[src/rtl/trap_sequencer.sv]
// trap_sequencer: turns memory-stage faults and external interrupt requests
// into fixed sequences of one-hot step codes for the control unit. It also
// captures the faulting/return PC and flushes the front of the pipeline.
module trap_sequencer #(
    parameter int PC_WIDTH = 32,
    parameter bit INT_EDGE = 1'b1
) (
    input  logic                clk,
    input  logic                reset,
    input  logic                stall,
    input  logic                int_req,
    input  logic                exc_stack,
    input  logic                exc_mem,
    input  logic [PC_WIDTH-1:0] pc_in,
    output logic [3:0]          exceptions,
    output logic [2:0]          interrupts,
    output logic                flush,
    output logic                busy,
    output logic                int_ack,
    output logic [PC_WIDTH-1:0] epc
);

    typedef enum logic [2:0] {
        IDLE = 3'd0,
        EXC1 = 3'd1,
        EXC2 = 3'd2,
        EXC3 = 3'd3,
        INT1 = 3'd4,
        INT2 = 3'd5,
        INT3 = 3'd6
    } state_t;

    typedef enum logic {
        CAUSE_STACK = 1'b0,
        CAUSE_MEM   = 1'b1
    } cause_t;

    state_t              state;
    state_t              state_nx;
    cause_t              cause;
    cause_t              cause_nx;
    logic [PC_WIDTH-1:0] epc_nx;

    // Pending requests waiting for the sequencer to return to IDLE
    logic                exc_pend;
    cause_t              exc_pend_cause;
    logic                int_pend;
    logic                int_req_q;

    logic                exc_evt;
    cause_t              evt_cause;
    logic                int_evt;
    logic                take_exc;
    logic                take_int;

    // Exception step code; the first step encodes which cause is being served
    function automatic logic [3:0] exc_code(input state_t s, input cause_t c);
        logic [3:0] code;
        code = 4'b0000;
        case (s)
            EXC1:    code = (c == CAUSE_STACK) ? 4'b0001 : 4'b0010;
            EXC2:    code = 4'b0100;
            EXC3:    code = 4'b1000;
            default: code = 4'b0000;
        endcase
        return code;
    endfunction

    // Interrupt step code
    function automatic logic [2:0] int_code(input state_t s);
        logic [2:0] code;
        code = 3'b000;
        case (s)
            INT1:    code = 3'b001;
            INT2:    code = 3'b010;
            INT3:    code = 3'b100;
            default: code = 3'b000;
        endcase
        return code;
    endfunction

    // Flush is raised only in the first step of either sequence
    function automatic logic flush_of(input state_t s);
        return (s == EXC1) || (s == INT1);
    endfunction

    // Interrupt acknowledge coincides with the last interrupt step
    function automatic logic ack_of(input state_t s);
        return (s == INT3);
    endfunction

    // A simultaneous stack and mem fault is reported as stack; mem is dropped
    assign exc_evt   = exc_stack | exc_mem;
    assign evt_cause = exc_stack ? CAUSE_STACK : CAUSE_MEM;

    // Edge mode compares against the previous sample; level mode uses it raw
    assign int_evt   = INT_EDGE ? (int_req & ~int_req_q) : int_req;

    // Next-state, cause and EPC selection; everything holds while stalled
    always_comb begin
        state_nx = state;
        cause_nx = cause;
        epc_nx   = epc;
        take_exc = 1'b0;
        take_int = 1'b0;
        if (!stall) begin
            case (state)
                IDLE: begin
                    if (exc_pend) begin
                        state_nx = EXC1;
                        cause_nx = exc_pend_cause;
                        epc_nx   = pc_in;
                        take_exc = 1'b1;
                    end else if (int_pend) begin
                        state_nx = INT1;
                        epc_nx   = pc_in;
                        take_int = 1'b1;
                    end
                end
                EXC1:    state_nx = EXC2;
                EXC2:    state_nx = EXC3;
                EXC3:    state_nx = IDLE;
                INT1:    state_nx = INT2;
                INT2:    state_nx = INT3;
                INT3:    state_nx = IDLE;
                default: state_nx = IDLE;
            endcase
        end
    end

    // State, pending capture and registered Moore outputs
    always_ff @(posedge clk) begin
        // Track int_req even in reset so a level held across reset is not
        // mistaken for a fresh rising edge once reset is released.
        int_req_q <= int_req;
        if (!reset) begin
            state          <= IDLE;
            cause          <= CAUSE_STACK;
            epc            <= '0;
            exc_pend       <= 1'b0;
            exc_pend_cause <= CAUSE_STACK;
            int_pend       <= 1'b0;
            exceptions     <= 4'b0000;
            interrupts     <= 3'b000;
            flush          <= 1'b0;
            busy           <= 1'b0;
            int_ack        <= 1'b0;
        end else begin
            state <= state_nx;
            cause <= cause_nx;
            epc   <= epc_nx;

            // A fault arriving as the previous one is taken starts a new
            // pending entry; otherwise the first recorded cause is kept.
            if (exc_evt && (take_exc || !exc_pend)) begin
                exc_pend       <= 1'b1;
                exc_pend_cause <= evt_cause;
            end else if (take_exc) begin
                exc_pend <= 1'b0;
            end

            // Requests merge into an already pending interrupt
            if (int_evt) begin
                int_pend <= 1'b1;
            end else if (take_int) begin
                int_pend <= 1'b0;
            end

            exceptions <= exc_code(state_nx, cause_nx);
            interrupts <= int_code(state_nx);
            flush      <= flush_of(state_nx);
            busy       <= (state_nx != IDLE);
            int_ack    <= ack_of(state_nx);
        end
    end

endmodule
[config.mk]
export PLATFORM = sky130hd
export DESIGN_NAME = trap_sequencer
export DESIGN_NICKNAME = d
export VERILOG_FILES = /design/src/rtl/trap_sequencer.sv
export SDC_FILE = /design/constraint.sdc
export NUM_CORES = 1
export LEC_CHECK = 0
export CAP_MARGIN = 10
export CORE_MARGIN = 1
export CORE_UTILIZATION = 43
export CTS_BUF_LIST = sky130_fd_sc_hd__clkbuf_8
export CTS_CLUSTER_DIAMETER = 50
export DETAILED_ROUTE_END_ITERATION = 10
export PLACE_DENSITY_LB_ADDON = 0.2
export SYNTH_ARGS = -nofsm -noshare
export SYNTH_HDL_FRONTEND = slang
export SYNTH_SLANG_ARGS = --single-unit
export TNS_END_PERCENT = 10
[constraint.sdc]
create_clock -name clk -period 1.7 [get_ports clk]
set_input_delay 0.17 -clock clk [delete_from_list [all_inputs] [get_ports clk]]
set_output_delay 0.17 -clock clk [all_outputs]
set_load 0.05 [all_outputs]
==> summary.md <==
| Metric | Value |
|---|---|
| Total CTS buffers | 5 |
| Row cnt | 23 |
| P&R area growth vs syn | 52.9% |
| Slew @ Worst Pin | approximately 0.52 ns |
| Worst Hold Class | in2reg |
| Register-to-register setup slack | approximately 0.13 ns |
| Crit Path Class | reg2out |
| Post-CTS Resized | 0 |
| CP endpoint kind | output port |
| Via density | 4.71 |
| Cell Area, Placed | between 2000 and 3000 sq um |
| Initial Util | 45.0% |
| Tot GR Track Use | 17.7% |
| Critical Path Fanout Max | 2 |
| Clock Skew | between 0.006 and 0.007 ns |
| Detailed placement HPWL | between 2 and 3 mm |
| CTS Sinks | 49 |
| Final non-filler cell total | roughly 340 |
| Slew Limit Headroom | 65.5% |
| Most frequent cells in the layout | clkdlybuf4s50_1, nand2_1, dfxtp_1 |
| Grt ovf | 0 |
| Worst path max stage delay | just over 0.8 ns |
| CP Cell Sequence | clkdlybuf4s50_1 |
| Average size of a mapped cell | between 8 and 9 sq um |
| Status | completed |
| Synth Net Count | 250 |
| Crit-path slowest cell | clkdlybuf4s50_1 |
| Core Util, Final | 68.8% |
| VDD IR max | a little under 0.5 mV |
| Pleak | 1.04 nW |
| Setup TNS | 0 ns |
| Initial antenna violation count | 0 |
| Initial DRT Pass Iterations | 4 |
| Final period util | 96.3% |
| # H-tree levels | 2 |
| Synth Area in Simple Gates | between 20% and 30% |
| CP Buf/Inv Count | 1 |
| CTS tree | built |
| Yosys Warn Count | 0 |
| Dpl cells | roughly 340 |
| Worst path top cell family by delay | buffers and inverters |
| DRC violations left | 0 |
| GPL Wtd Cong | ~0.86 |
| Required @ worst endpoint | 1.53 ns |
| Mux share of post-synthesis cell area | 0.556% |
| Layout fillers | 360 |
| WP data arrival | around 1.5 ns |
| CTS Buffer Depth | 2 |
| Port bufs | 79 |
| Synth Area in Adders | 0% |
| Sequential area share after synthesis | about 55% |
| Final hold vios | 0 |
| Total Die Area | about 4400 sq um |
| Clock latency on the worst-skew pair | ~0.3 ns |
| Cell variety after synth | 32 |
| Root buffer cell | clkbuf_8 |
| Core area | about 4000 sq um |
| Final setup viols | 0 |
| Synth Area in XOR/XNOR | 0% |
| PnR worst setup slack | 0.0625 ns |
| Post-synthesis register bit count | 49 |
| Post-CTS setup buffers | 0 |
| DP Worst Slack | -0.119 ns |
| ANT cells | 0 |
| F_max | about 600 MHz |
| Routed WL | 4.02 mm |
| Share of cells above drive strength 1 | under 10% |
| CP Depth | 1 |
| Max-cap violations | 0 |
| Pwr/cell area | just under 1000 nW/um^2 |
| Clk slew on worst S/H paths | 0.09 ns |
| R2R cell count | 5 |
| Hold buffer count at CTS | 0 |
| First-pass GRT wire length | about 6 mm |
| Largest net degree at the start of global routing | 38 |
| Async S/R FF share, synth | 0% |
| Final net count | around 330 |
| Initial DRC Count | ~130 |
| Reg-to-reg endpoint | epc[29]$_SDFFE_PN0P_ |
| Compound-Gate Fraction of Synth Area | roughly 15% |
| Slew Limit Fails | 0 |
| Vias in the first global route | between 1000 and 1500 |
| Mapped cell area | ~1800 sq um |
| Die height | between 60 and 70 um |
| Post-route cell area | 2750 sq um |
| Critical Path Sink | epc[1] |
| Count of flip-flops with a built-in enable after synthesis | 0 |
| Syn Inst Count | around 210 |
| Die W | approximately 67 um |
| Avg WL per Cell | between 10 and 15 um |
| Largest family of logic cells by synthesized area | simple AND/OR/NAND/NOR gates |
| Tmin final | 1.64 ns |
| DR vias | between 1500 and 2000 |
| I/O Pins | 80 |
| Synth Flop Type | dfxtp_1 |
| Critical path launch point type | flip-flop |
| DRT antenna net count | 0 |
| Critical Path Source | epc[1]$_SDFFE_PN0P_ |
| Worst reg2reg startpoint | state[0]$_SDFF_PN0_ |
| RSZ-0062 raised after global routing | no |
| Commonest non-fill, non-tap cell in the layout | clkdlybuf4s50_1 |
## Yosys cell counts (2+ instances only)
library cell  number  area (sq um)
dfxtp_1           49           981
buf_6              4          45.0
a211oi_1           2          15.0
clkbuf_1           8          30.0
o21a_1             2          15.0
o21ai_0            5          25.0
nand2_1           70           263
inv_1              3          11.3
clkbuf_8           2          27.5
a21oi_1           37           185
nor2_1             9          33.8
## per-stage QoR
stage | power (W) | hold WS, ns
global route | 0.00280 | 0.333
global placement | 0.00191 | 0.441
detailed placement | 0.00191 | 0.446
floorplan | 0.00166 | 0.198
CTS | 0.00271 | 0.333
finish | 0.00267 | 0.343
## state kept, by name (all words and copies together), names as in the netlist
signal and cells:
interrupts 3, cause 1, exc_pend_cause 1, exc_pend 1, state 3, exceptions 4, int_pend 1, flush 1
epc 32, int_req_q 1, busy 1
## worst min path at each step
stage / from / to / slack (ns) / cells past startpoint
CTS: int_req / int_req_q$_DFF_P_ / 0.33 / 1
detailed placement: epc[31]$_SDFFE_PN0P_ / epc[31]$_SDFFE_PN0P_ / 0.45 / 2
floorplan: int_req / int_req_q$_DFF_P_ / 0.20 / 0
global route: int_req / int_req_q$_DFF_P_ / 0.33 / 1
finish: int_req / int_req_q$_DFF_P_ / 0.34 / 1
global placement: epc[31]$_SDFFE_PN0P_ / epc[31]$_SDFFE_PN0P_ / 0.44 / 2
## cell type report
class	count	area (sq um)	area share, %
well taps	50	62.6	2.27
clock buffers	5	68.8	2.50
clock inverters	2	35.0	1.27
repair buffers	91	903	32.8
inverters	3	11.3	0.409
multi-input cells	144	689	25.1
flip-flops and latches	49	981	35.7
## report_power, final
part	leakage [nW]	internal, W	switching [W]
clock	0.0540	0.000428	0.000363
sequential	0.400	0.00121	0.0000386
combinational	0.587	0.000265	0.000366
total	1.04	0.00191	0.000767
## kinds of logic after synthesis
kind of cell,count (synthesis)
flip-flops,49
AND/OR/NAND/NOR,93
AO/OA/AOI/OAI,50
buffers and inverters,19
multiplexers,1
## metal layers
metal	wire length, um	up-vias	GRT usage [%]
met2	1880	42	28.9
met5	0	-	0
met1	1800	719	20.6
li1	-	854	-
met4	67	0	7.98
met3	282	5	6.16
Note: power is estimated with default switching activity, not from simulation.
